File: src/rtl/pulse_sync_pkg.sv
// Shared types for the toggle-based pulse synchronizer TX pacer.
// Contents: handshake state encoding used by pulse_sync_tx_pacer.
package pulse_sync_pkg;

    localparam int unsigned STATE_W = 2;

    // Handshake progress of the single in-flight toggle.
    typedef enum logic [STATE_W-1:0] {
        IDLE     = 2'd0,
        WAIT_ACK = 2'd1,
        GAP      = 2'd2
    } state_e;

endpackage

File: src/rtl/pulse_sync_tx_pacer_bit_sync.sv
// Multi-flop synchronizer for a single level crossing into the local clock.
// Ports:
//   clk  in  destination clock
//   rst  in  synchronous active-high reset, clears every stage
//   d    in  asynchronous level
//   q    out synchronized level (last stage)
module bit_sync #(
    parameter int unsigned STAGES = 2
) (
    input  logic clk,
    input  logic rst,
    input  logic d,
    output logic q
);

    logic [STAGES-1:0] chain;

    // Shift the incoming level through the flop chain.
    always_ff @(posedge clk) begin
        if (rst) begin
            chain <= '0;
        end else begin
            chain <= {chain[STAGES-2:0], d};
        end
    end

    assign q = chain[STAGES-1];

endmodule

File: src/rtl/pulse_sync_tx_pacer.sv
// TX-side pacer: queues tx_pulse events in a saturating counter and launches
// them one at a time as toggles on tx_level, waiting for the returned ack level
// plus a minimum gap before each new launch.
// Ports:
//   tx_clk        in  TX clock
//   tx_rst        in  synchronous active-high reset
//   tx_pulse      in  single-cycle event request
//   clr_overflow  in  clears sticky overflow (a same-cycle drop wins)
//   rx_ack_level  in  tx_level echoed back from the RX domain (async)
//   tx_level      out toggle level crossing to RX
//   pending       out events accepted but not yet launched
//   busy          out handshake in flight
//   overflow      out sticky: an event was dropped at saturation
module pulse_sync_tx_pacer
    import pulse_sync_pkg::*;
#(
    parameter int unsigned CNT_W       = 4,
    parameter int unsigned GAP_CYC     = 2,
    parameter int unsigned SYNC_STAGES = 2
) (
    input  logic             tx_clk,
    input  logic             tx_rst,
    input  logic             tx_pulse,
    input  logic             clr_overflow,
    input  logic             rx_ack_level,
    output logic             tx_level,
    output logic [CNT_W-1:0] pending,
    output logic             busy,
    output logic             overflow
);

    localparam int unsigned GAP_W = (GAP_CYC > 1) ? $clog2(GAP_CYC) : 1;
    localparam logic [GAP_W-1:0] GAP_LAST =
        (GAP_CYC == 0) ? '0 : GAP_W'(GAP_CYC - 1);

    state_e             state;
    state_e             state_nxt;
    logic [GAP_W-1:0]   gap_cnt;
    logic [GAP_W-1:0]   gap_nxt;
    logic               level_nxt;
    logic [CNT_W-1:0]   pending_nxt;
    logic               ovf_set_c;
    logic               launch_c;
    logic               ack_s;

    bit_sync #(
        .STAGES (SYNC_STAGES)
    ) u_ack_sync (
        .clk (tx_clk),
        .rst (tx_rst),
        .d   (rx_ack_level),
        .q   (ack_s)
    );

    // Launch only from the registered count, never from tx_pulse directly.
    assign launch_c = (state == IDLE) && (pending != '0);

    // Saturating event counter; a simultaneous request and launch cancel out.
    always_comb begin
        pending_nxt = pending;
        ovf_set_c   = 1'b0;
        case ({tx_pulse, launch_c})
            2'b10: begin
                if (pending == '1) begin
                    ovf_set_c = 1'b1;
                end else begin
                    pending_nxt = pending + CNT_W'(1);
                end
            end
            2'b01:   pending_nxt = pending - CNT_W'(1);
            default: pending_nxt = pending;
        endcase
    end

    // Handshake sequencing: launch, wait for echo, enforce the gap.
    always_comb begin
        state_nxt = state;
        gap_nxt   = gap_cnt;
        level_nxt = tx_level;
        case (state)
            IDLE: begin
                if (launch_c) begin
                    level_nxt = ~tx_level;
                    state_nxt = WAIT_ACK;
                end
            end
            WAIT_ACK: begin
                if (ack_s == tx_level) begin
                    gap_nxt   = '0;
                    state_nxt = (GAP_CYC == 0) ? IDLE : GAP;
                end
            end
            GAP: begin
                if (gap_cnt == GAP_LAST) begin
                    state_nxt = IDLE;
                end else begin
                    gap_nxt = gap_cnt + GAP_W'(1);
                end
            end
            default: state_nxt = IDLE;
        endcase
    end

    // State and output registers.
    always_ff @(posedge tx_clk) begin
        if (tx_rst) begin
            state    <= IDLE;
            gap_cnt  <= '0;
            tx_level <= 1'b0;
            pending  <= '0;
            busy     <= 1'b0;
            overflow <= 1'b0;
        end else begin
            state    <= state_nxt;
            gap_cnt  <= gap_nxt;
            tx_level <= level_nxt;
            pending  <= pending_nxt;
            busy     <= (state_nxt != IDLE);
            if (ovf_set_c) begin
                overflow <= 1'b1;
            end else if (clr_overflow) begin
                overflow <= 1'b0;
            end
        end
    end

endmodule

File: config.mk
export PLATFORM = sky130hd
export DESIGN_NAME = pulse_sync_tx_pacer
export DESIGN_NICKNAME = d
export VERILOG_FILES = /design/src/rtl/pulse_sync_pkg.sv /design/src/rtl/pulse_sync_tx_pacer_bit_sync.sv /design/src/rtl/pulse_sync_tx_pacer.sv
export SDC_FILE = /design/constraint.sdc
export NUM_CORES = 1
export LEC_CHECK = 0
export ABC_AREA = 0
export CAP_MARGIN = 10
export CORE_MARGIN = 4
export CORE_UTILIZATION = 42
export CTS_CLUSTER_SIZE = 24
export DETAILED_ROUTE_END_ITERATION = 6
export PLACE_DENSITY = 0.68
export SYNTH_ARGS = -nofsm -noshare
export SYNTH_HDL_FRONTEND = slang
export SYNTH_SLANG_ARGS = --single-unit
File: constraint.sdc
create_clock -name tx_clk -period 2.3 [get_ports tx_clk]
set_input_delay 0.575 -clock tx_clk [delete_from_list [all_inputs] [get_ports tx_clk]]
set_output_delay 0.575 -clock tx_clk [all_outputs]
set_load 0.005 [all_outputs]
==> results.py, run 1 <==
metrics = {
    "grt": {
        "grt_pass1_vias": 439,
        "overflow": 0,
        "grt_pass1_wl_mm": 1.81,
        "antenna_found_initial": 0,
        "grt_usage": 0.124,
        "grt_max_degree": 15,
    },
    "worst_setup_path": {
        "r2r_setup_slack_ps": 100,
        "crit_type": "reg -> reg",
        "crit_fanout": 4,
        "r2r_start": "pending[1]$_SDFFE_PP0P_",
        "worstPathRequired_ps": 2450,
        "cp.arrival_ps": 2350,
        "cp-start-kind": "flop",
        "worst_setup_path_end_kind": "flop",
        "r2r-end": "pending[2]$_SDFFE_PP0P_",
        "r2r_cells": 9,
    },
    "route": {
        "first_pass_iters": 2,
        "drt_iter0_markers": 1,
        "ant_nets": 0,
        "routedWlPerCell_um": 11.3,
        "totalWireLength_mm": 1.12,
        "drt_drc_violations_left": 0,
        "avgViaCountPerCell": 5.03,
        "vias": 498,
    },
    "yosys": {
        "syn-instance-count": 64,
        "ys_ff_latch": 12,
        "yosys_warnings": 0,
        "avgSynthCellArea_um2": 9.05,
        "yosys-top-cells-count": "dfxtp_1 (12), nor2_1 (8), nor2b_1 (5)",
        "synth_top_area_cell": "dfxtp_1",
        "async_flop_share": 0,
        "synth_area_leaders": "dfxtp_1 (41%), nor2b_1 (5.4%), nor2_1 (5.2%)",
        "synth-main-ff-cell": "dfxtp_1",
        "synth.distinct_cells": 27,
        "synth_top_area_share": 0.415,
        "synth-edff-count": 0,
        "netlist_area_um2": 579,
        "syn_nets": 70,
        "ys_seq_area_frac": 0.415,
        "synth.most_common_cell": "dfxtp_1",
    },
    "place": {
        "portBuffers": 11,
        "postPlaceCellArea_um2": 748,
        "place_inst": 94,
        "dp_hpwl_um": 823,
        "place_congestion": 0.806,
    },
    "cells_and_area": {
        "finalNonFillerCells": 99,
        "drive_gt1_frac": 0.262,
        "syn_to_final_growth_pct": 37.6,
        "fin_area_um2": 797,
        "fill_cells": 125,
        "diodes": 0,
        "multi_input_area_um2": 329,
        "nets": 92,
        "ff_latch_area_um2": 241,
    },
    "die": {
        "start_util": 0.445,
        "die_w_um": 45.1,
        "core_mm2": 0.00130,
        "ioPinCount": 12,
        "die-area_mm2": 0.00204,
        "rows": 13,
        "die_h_um": 45.1,
    },
    "worst_hold_path": {
        "min_to": "u_ack_sync.chain[1]$_SDFF_PP0_",
        "min-delay-start": "u_ack_sync.chain[0]$_SDFF_PP0_",
        "hold_depth": 1,
        "hp-class": "reg -> reg",
    },
    "clocking": {
        "cts_tree": "done",
        "cts-root-buf": "clkbuf_4",
        "cts.sinks": 12,
        "insertion_delay_ps": 260,
        "htreeDepth": 1,
        "ctsLongestPathBuffers": 2,
        "cts_made_buffers": 3,
        "clkTransAtPathRegs_ps": 70,
    },
    "timing": {
        "finalSetupViolations": 0,
        "fin_hold_ws_ps": 438,
        "hold_viol_final": 0,
        "fin_crit_sh": 0.957,
        "maxSlewViolCount": 0,
        "fin_skew_ps": 2.79,
        "finalSetupTns_ps": 0,
        "finalWorstPathRequiredPeriod_ps": 2200,
        "tightest_slew_ps": 447,
        "fmax_ghz": 0.454,
        "maxSlewHeadroom": 0.701,
    },
    "status": {
        "status": "finished clean",
    },
    "pwr": {
        "ir_drop_v": 0.000564,
        "leakagePower_uw": 0.000345,
        "power_density_mw_per_mm2": 1270,
    },
    "flow_run": {
        "maxCapViolations": 0,
    },
}
==> cell families (layout without fill, tap and decap cells) <==
logic type                 after synthesis  in the layout  share of synthesized area
and+or+nand+nor                         30             30                      0.287
DFF                                     12             12                      0.415
AOI/OAI and AO/OA                        9              9                      0.114
buffers and inverters                    5             25                     0.0346
muxes                                    4              4                     0.0821
xor gates and xnor gates                 3              3                     0.0454
adders and majority gates                1              1                     0.0216
==> critical path, stage by stage (launching register included) <==
cell	delay [ps]
dfxtp_2	320
or4_4	570
nand2_4	90
nor2_1	50
xor2_1	170
ha_2	210
nor3_1	40
and3_1	150
a211oi_2	170
mux2_1	340
==> state kept, by name (all words and copies together) (netlist names) <==
register          count
pending               4
state                 2
busy                  1
tx_level              1
gap_cnt               1
u_ack_sync.chain      2
overflow              1
==> placed cells by master, fill, tap and decap left out <==
cell             instances
a211oi_1                 1
clkbuf_4                 3
nand3_1                  1
buf_4                    9
xor2_1                   3
mux2_1                   2
ha_2                     1
inv_1                    2
nand3b_1                 1
o21ai_0                  1
clkdlybuf4s50_1         11
dfxtp_1                 11
dfxtp_2                  1
a211oi_2                 2
a21oi_1                  4
nand2_2                  1
and3_1                   2
nor3_1                   3
nand2b_1                 3
or2_2                    1
a41oi_1                  1
nand2_4                  1
mux2i_1                  1
or4_4                    1
nand4_1                  1
nor2_1                   8
mux2_4                   1
nand2_1                  1
or3b_2                   1
nor2b_1                  5
==> repair_timing <==
action / CTS / global route
hold buffers: 0 / 0
setup buffers: 0 / 2
endpoints found under the setup margin: 0 / 1
resized for setup: 0 / 4
==> area by class of cell <==
cell class,instances,area share
repair buffers,20,0.223
well taps,15,0.0235
inverters,2,0.00942
multi-input cells,47,0.413
flip-flops and latches,12,0.303
clock buffers,3,0.0283
==> through the flow <==
| step | setup WS [ps] | util | power [µW] |
|---|---|---|---|
| after detailed placement | -89.0 | 0.575 | 826 |
| after floorplan | 21.8 | - | 623 |
| after CTS | 21.0 | 0.592 | 953 |
| after global routing | -16.4 | 0.613 | 1090 |
| after global placement | -43.2 | 0.575 | 821 |
| final | 98.5 | 0.613 | 1010 |
==> report_power, final <==
part | total, µW | leakage (µW) | switching (µW) | internal (µW)
Clock | 119 | 0.0000138 | 59.0 | 60.4
Sequential | 300 | 0.0000990 | 33.0 | 267
Combinational | 590 | 0.000232 | 262 | 327
Total | 1010 | 0.000345 | 354 | 655
==> metal layers <==
| metal | vias up | part of all wire | GRT usage |
|---|---|---|---|
| met5 | - | 0 | 0 |
| met4 | 0 | 0 | 0.0351 |
| met3 | 0 | 0.061 | 0.0637 |
| met2 | 12 | 0.48 | 0.189 |
| met1 | 224 | 0.46 | 0.153 |
| li1 | 262 | - | - |
==> worst max-delay path by stage <==
stage	start	cells past startpoint	slack, ps	end
finish	pending[1]$_SDFFE_PP0P_	9	100	pending[2]$_SDFFE_PP0P_
global route	pending[1]$_SDFFE_PP0P_	9	-20	pending[2]$_SDFFE_PP0P_
CTS	pending[2]$_SDFFE_PP0P_	9	20	pending[2]$_SDFFE_PP0P_
detailed placement	tx_pulse	8	-90	pending[2]$_SDFFE_PP0P_
global placement	tx_pulse	8	-40	pending[2]$_SDFFE_PP0P_
floorplan	pending[2]$_SDFFE_PP0P_	9	20	pending[2]$_SDFFE_PP0P_
(Power assumes the default switching activity.)
==> inputs of run 2 (changes only) <==
--- a/config.mk
+++ b/config.mk
@@ -12,6 +12,7 @@
 export CTS_CLUSTER_SIZE = 24
 export DETAILED_ROUTE_END_ITERATION = 6
 export PLACE_DENSITY = 0.68
+export RECOVER_POWER = 50
 export SYNTH_ARGS = -nofsm -noshare
 export SYNTH_HDL_FRONTEND = slang
 export SYNTH_SLANG_ARGS = --single-unit
==> run 2 against run 1 <==
Sequential share of layout area hardly changed; register-to-register slack hardly changed; clock skew is the same; sequential cell count unchanged; highest routed layer unchanged.
==> results.py, run 2 (synthesis gave the netlist of run 1 again) <==
metrics = {
    "status": {
        "status": "finished clean",
    },
    "route": {
        "first_pass_iters": 2,
        "totalWireLength_mm": 1.12,
        "drt_drc_violations_left": 0,
        "vias": 499,
        "avgViaCountPerCell": 5.04,
        "ant_nets": 0,
        "drt_iter0_markers": 1,
        "routedWlPerCell_um": 11.3,
    },
    "place": {
        "pre_cts_ws_ps": -89.0,
        "place_congestion": 0.806,
        "postPlaceCellArea_um2": 748,
        "dp_hpwl_um": 823,
        "portBuffers": 11,
    },
    "cells_and_area": {
        "layout_common_cells": "dfxtp_1 (12), clkdlybuf4s50_1 (10), nor2_1 (8), buf_4 (8), nor2b_1 (5)",
        "nets": 92,
        "drive_gt1_frac": 0.238,
        "largest_reg_flops": 4,
        "syn_to_final_growth_pct": 36.7,
        "final_common_cell": "dfxtp_1",
        "regMostFlops": "pending",
        "fill_cells": 125,
        "post-route-util": 0.609,
        "fin_area_um2": 792,
        "top_regs": "pending x4, state x2, u_ack_sync.chain x2",
        "diodes": 0,
    },
    "worst_hold_path": {
        "hold_depth": 1,
        "hp-class": "reg -> reg",
    },
    "clocking": {
        "cts_made_buffers": 3,
        "htreeDepth": 1,
        "clkTransAtPathRegs_ps": 70,
        "ctsLongestPathBuffers": 2,
        "cts_tree": "done",
        "postCtsHoldBufs": 0,
        "cts-root-buf": "clkbuf_4",
        "insertion_delay_ps": 260,
        "cts.sinks": 12,
    },
    "die": {
        "die-area_mm2": 0.00204,
        "start_util": 0.445,
        "die_h_um": 45.1,
        "core_mm2": 0.00130,
        "die_w_um": 45.1,
        "rows": 13,
        "ioPinCount": 12,
    },
    "pwr": {
        "ir_drop_v": 0.000562,
        "power_density_mw_per_mm2": 1250,
        "leakagePower_uw": 0.000342,
        "power.total_uw": 993,
    },
    "grt": {
        "grt_usage": 0.124,
        "grt_pass1_wl_mm": 1.81,
        "grt_pass1_vias": 439,
        "grt_max_degree": 15,
        "antenna_found_initial": 0,
        "overflow": 0,
    },
    "worst_setup_path": {
        "worstPathRequired_ps": 2450,
        "crit_type": "reg -> reg",
        "cp.arrival_ps": 2350,
        "r2r_cells": 9,
        "r2r_setup_slack_ps": 100,
        "crit_fanout": 4,
        "crit_chain": "or4_4, nand2_4, nor2_1, xor2_1, ha_2, nor3_1, and3_1, a211oi_2, mux2_1",
        "worst_setup_path_end_kind": "flop",
        "crit_path_top_delay_cell": "or4_4",
        "cpPeakStageDelay_ps": 570,
        "cp-start-kind": "flop",
    },
    "timing": {
        "tightest_slew_ps": 452,
        "fin_hold_ws_ps": 438,
        "finalWorstPathRequiredPeriod_ps": 2200,
        "hold_viol_final": 0,
        "maxSlewHeadroom": 0.698,
        "fmax_ghz": 0.455,
        "fin_skew_ps": 2.79,
        "fin_crit_sh": 0.955,
        "finalSetupViolations": 0,
        "setup_slack_ps": 103,
        "maxSlewViolCount": 0,
    },
    "flow_run": {
        "maxCapViolations": 0,
    },
}
[run 2: changes by cell type in the layout (fill, tap and decap cells not counted), sizes merged]
| cell | previous run | this run |
|---|---|---|
| clkbuf | 3 | 4 |
| dlygate4sd3 | 0 | 1 |
| clkdlybuf4s50 | 11 | 10 |
| buf | 9 | 8 |
[run 2: power breakdown]
| group | switching, µW | total [µW] | internal, µW |
|---|---|---|---|
| logic | 262 | 575 | 313 |
| registers | 33.0 | 299 | 266 |
| clock network | 59.0 | 119 | 60.4 |
[run 2: final timing paths]
kind                                  start                              to
max reg2reg         pending[1]$_SDFFE_PP0P_         pending[2]$_SDFFE_PP0P_
max                 pending[1]$_SDFFE_PP0P_         pending[2]$_SDFFE_PP0P_
min          u_ack_sync.chain[0]$_SDFF_PP0_  u_ack_sync.chain[1]$_SDFF_PP0_
min reg2reg  u_ack_sync.chain[0]$_SDFF_PP0_  u_ack_sync.chain[1]$_SDFF_PP0_
[run 2: metal layers]
metal / routed length [µm] / share of wire / GRT usage / vias up
li1: - / - / - / 262
met1: 515 / 0.46 / 0.153 / 225
met2: 531 / 0.48 / 0.189 / 12
met3: 68 / 0.061 / 0.0637 / 0
met4: 0 / 0 / 0.0351 / 0
met5: 0 / 0 / 0 / -
[run 2: critical path, delay by kind of cell, from the launching register on]
kind,cells,cell delay [ps]
muxes,1,340
and+or+nand+nor,5,890
xor gates and xnor gates,1,170
DFF,1,310
AOI/OAI and AO/OA,1,170
adders and majority gates,1,210
[run 2: layout make-up]
class / instances / area, µm² / share of cell area
clock buffer: 3 / 22.5 / 0.0284
tap: 15 / 18.8 / 0.0237
multi-input combinational: 47 / 329 / 0.415
timing repair buffer: 20 / 174 / 0.220
sequential: 12 / 240 / 0.303
inverter: 2 / 7.51 / 0.00948
[run 2: per-stage QoR]
| stage | cells | TNS [ps] |
|---|---|---|
| 6_report | 99 | 0 |
| 5_1_grt | 99 | -17.3 |
| 4_1_cts | 97 | 0 |
| 3_5_place_dp | 94 | -89.0 |
| 3_3_place_gp | 94 | -43.2 |
| 2_1_floorplan | 64 | 0 |
[run 2: what timing repair did]
action | in CTS | in global routing
setup buffers | 0 | 2
setup endpoints to repair | 0 | 1
resized for setup | 0 | 4
==> inputs of run 3 (changes only) <==
--- a/config.mk
+++ b/config.mk
@@ -13,6 +13,7 @@
 export DETAILED_ROUTE_END_ITERATION = 6
 export PLACE_DENSITY = 0.68
 export RECOVER_POWER = 50
+export SETUP_SLACK_MARGIN = 0.05
 export SYNTH_ARGS = -nofsm -noshare
 export SYNTH_HDL_FRONTEND = slang
 export SYNTH_SLANG_ARGS = --single-unit
==> run 3 against run 2 <==
Clock skew shrank 2.5 ps; wire length fell by 3.0%; global-route usage is 0.59 points lower; non-clock buffer count stayed put.
==> results.py, run 3 (synthesis gave the netlist of run 1 again) <==
metrics = {
    "cells_and_area": {
        "top_regs": "pending x4, state x2, u_ack_sync.chain x2",
        "finalNonFillerCells": 100,
        "multi_input_area_um2": 333,
        "diodes": 0,
        "fill_cells": 122,
        "regMostFlops": "pending",
        "largest_reg_flops": 4,
        "post-route-util": 0.619,
        "final_common_cell": "dfxtp_1",
        "drive_gt1_frac": 0.247,
        "layout_common_cells": "dfxtp_1 (12), clkdlybuf4s50_1 (10), nor2_1 (7)",
        "syn_to_final_growth_pct": 39.1,
        "nets": 92,
        "ff_latch_area_um2": 240,
    },
    "worst_setup_path": {
        "cpPeakStageDelay_ps": 560,
        "worst_setup_path_end_kind": "flop",
        "r2r_start": "pending[3]$_SDFFE_PP0P_",
        "crit_path_top_delay_cell": "or4_4",
        "crit_type": "reg -> reg",
        "crit_chain": "or4_4, nand2_4, nor2_2, xor2_1, ha_2, nand2_1, nor2_1, a211oi_2, mux2_4",
        "r2r_setup_slack_ps": 160,
        "cp.arrival_ps": 2310,
        "worstPathRequired_ps": 2470,
        "cp-start-kind": "flop",
        "r2r-end": "pending[2]$_SDFFE_PP0P_",
        "r2r_cells": 9,
        "crit_fanout": 2,
    },
    "timing": {
        "finalSetupViolations": 0,
        "fin_crit_sh": 0.930,
        "rsz0062_at_grt": "false",
        "fmax_ghz": 0.468,
        "fin_skew_ps": 0.293,
        "tightest_slew_ps": 390,
        "hold_viol_final": 0,
        "fin_hold_ws_ps": 444,
        "setup_slack_ps": 162,
        "maxSlewHeadroom": 0.739,
        "maxSlewViolCount": 0,
        "finalWorstPathRequiredPeriod_ps": 2140,
    },
    "place": {
        "dp_hpwl_um": 801,
        "place_inst": 94,
        "portBuffers": 11,
        "pre_cts_ws_ps": -47.3,
        "place_congestion": 0.815,
    },
    "grt": {
        "grt_usage": 0.118,
        "grt_pass1_vias": 449,
        "grt_pass1_wl_mm": 1.76,
        "overflow": 0,
        "antenna_found_initial": 0,
        "grt_max_degree": 12,
    },
    "route": {
        "routedWlPerCell_um": 10.8,
        "avgViaCountPerCell": 5.22,
        "drt_iter0_markers": 19,
        "drt_drc_violations_left": 0,
        "first_pass_iters": 4,
        "totalWireLength_mm": 1.08,
        "ant_nets": 0,
        "vias": 522,
    },
    "pwr": {
        "sequentialPowerShare": 0.296,
        "ir_drop_v": 0.000650,
        "switching_share": 0.346,
        "p_comb_frac": 0.544,
        "switchingPower_uw": 357,
        "power_frac_clock": 0.160,
        "power_density_mw_per_mm2": 1280,
        "leakagePower_uw": 0.000347,
        "power.total_uw": 1030,
        "internal_power_uw": 674,
    },
    "worst_hold_path": {
        "hp-class": "reg -> reg",
        "hold_depth": 1,
        "min_to": "u_ack_sync.chain[1]$_SDFF_PP0_",
        "min-delay-start": "u_ack_sync.chain[0]$_SDFF_PP0_",
    },
    "die": {
        "rows": 13,
        "die_w_um": 45.1,
        "core_mm2": 0.00130,
        "ioPinCount": 12,
        "die-area_mm2": 0.00204,
        "die_h_um": 45.1,
        "start_util": 0.445,
    },
    "clocking": {
        "htreeDepth": 1,
        "cts.sinks": 12,
        "cts_made_buffers": 3,
        "clkTransAtPathRegs_ps": 70,
        "cts_tree": "done",
        "insertion_delay_ps": 270,
        "ctsLongestPathBuffers": 2,
        "cts-root-buf": "clkbuf_4",
    },
    "status": {
        "status": "finished clean",
    },
    "flow_run": {
        "maxCapViolations": 0,
    },
}
-- run 3: layout make-up --
class,count,area share
Sequential cell,12,0.298
Clock buffer,4,0.0450
Tap cell,15,0.0233
Multi-Input combinational cell,47,0.413
Timing Repair Buffer,20,0.211
Inverter,2,0.00932
-- run 3: worst max path at each step --
stage                               to  cells past startpoint  slack (ps)               startpoint
2_1_floorplan  pending[2]$_SDFFE_PP0P_                      9          50  pending[2]$_SDFFE_PP0P_
3_3_place_gp   pending[2]$_SDFFE_PP0P_                      8         -10                 tx_pulse
3_5_place_dp   pending[2]$_SDFFE_PP0P_                      8         -50                 tx_pulse
4_1_cts        pending[2]$_SDFFE_PP0P_                      9          80  pending[1]$_SDFFE_PP0P_
5_1_grt        pending[2]$_SDFFE_PP0P_                      9          50  pending[3]$_SDFFE_PP0P_
6_report       pending[2]$_SDFFE_PP0P_                      9         160  pending[3]$_SDFFE_PP0P_
-- run 3: through the flow --
stage	setup TNS, ps	cell area, µm²
2_1_floorplan	0	584
3_3_place_gp	-10.9	753
3_5_place_dp	-47.3	753
4_1_cts	0	790
5_1_grt	0	806
6_report	0	806
-- run 3: critical path, delay by kind of cell (launching register included) --
| family | cells | cell delay (ps) |
|---|---|---|
| and+or+nand+nor | 5 | 820 |
| AOI/OAI and AO/OA | 1 | 240 |
| DFF | 1 | 310 |
| muxes | 1 | 310 |
| xor gates and xnor gates | 1 | 150 |
| adders and majority gates | 1 | 180 |
-- run 3: power by group through the flow --
stage	registers (µW)	logic, µW	clock network, µW
3_3_place_gp	309	522	0
5_1_grt	315	629	182
6_report	305	561	165
3_5_place_dp	310	519	0
4_1_cts	305	524	172
2_1_floorplan	316	322	0
-- run 3: routing by layer --
layer	share of wire	GRT usage	wire length, µm	up-vias
met1	0.45	0.145	487	237
met5	0	0	0	-
met2	0.45	0.178	483	19
met3	0.090	0.0637	97	2
met4	0.011	0.0351	12	0
li1	-	-	-	264
-- run 3: timing repair --
item / CTS / global route
setup buffers: 0 / 2
hold buffers: 0 / 0
endpoints found under the hold margin: 0 / 0
gates resized for setup: 0 / 4
setup endpoints to repair: 1 / 1
pin swaps: 1 / 6
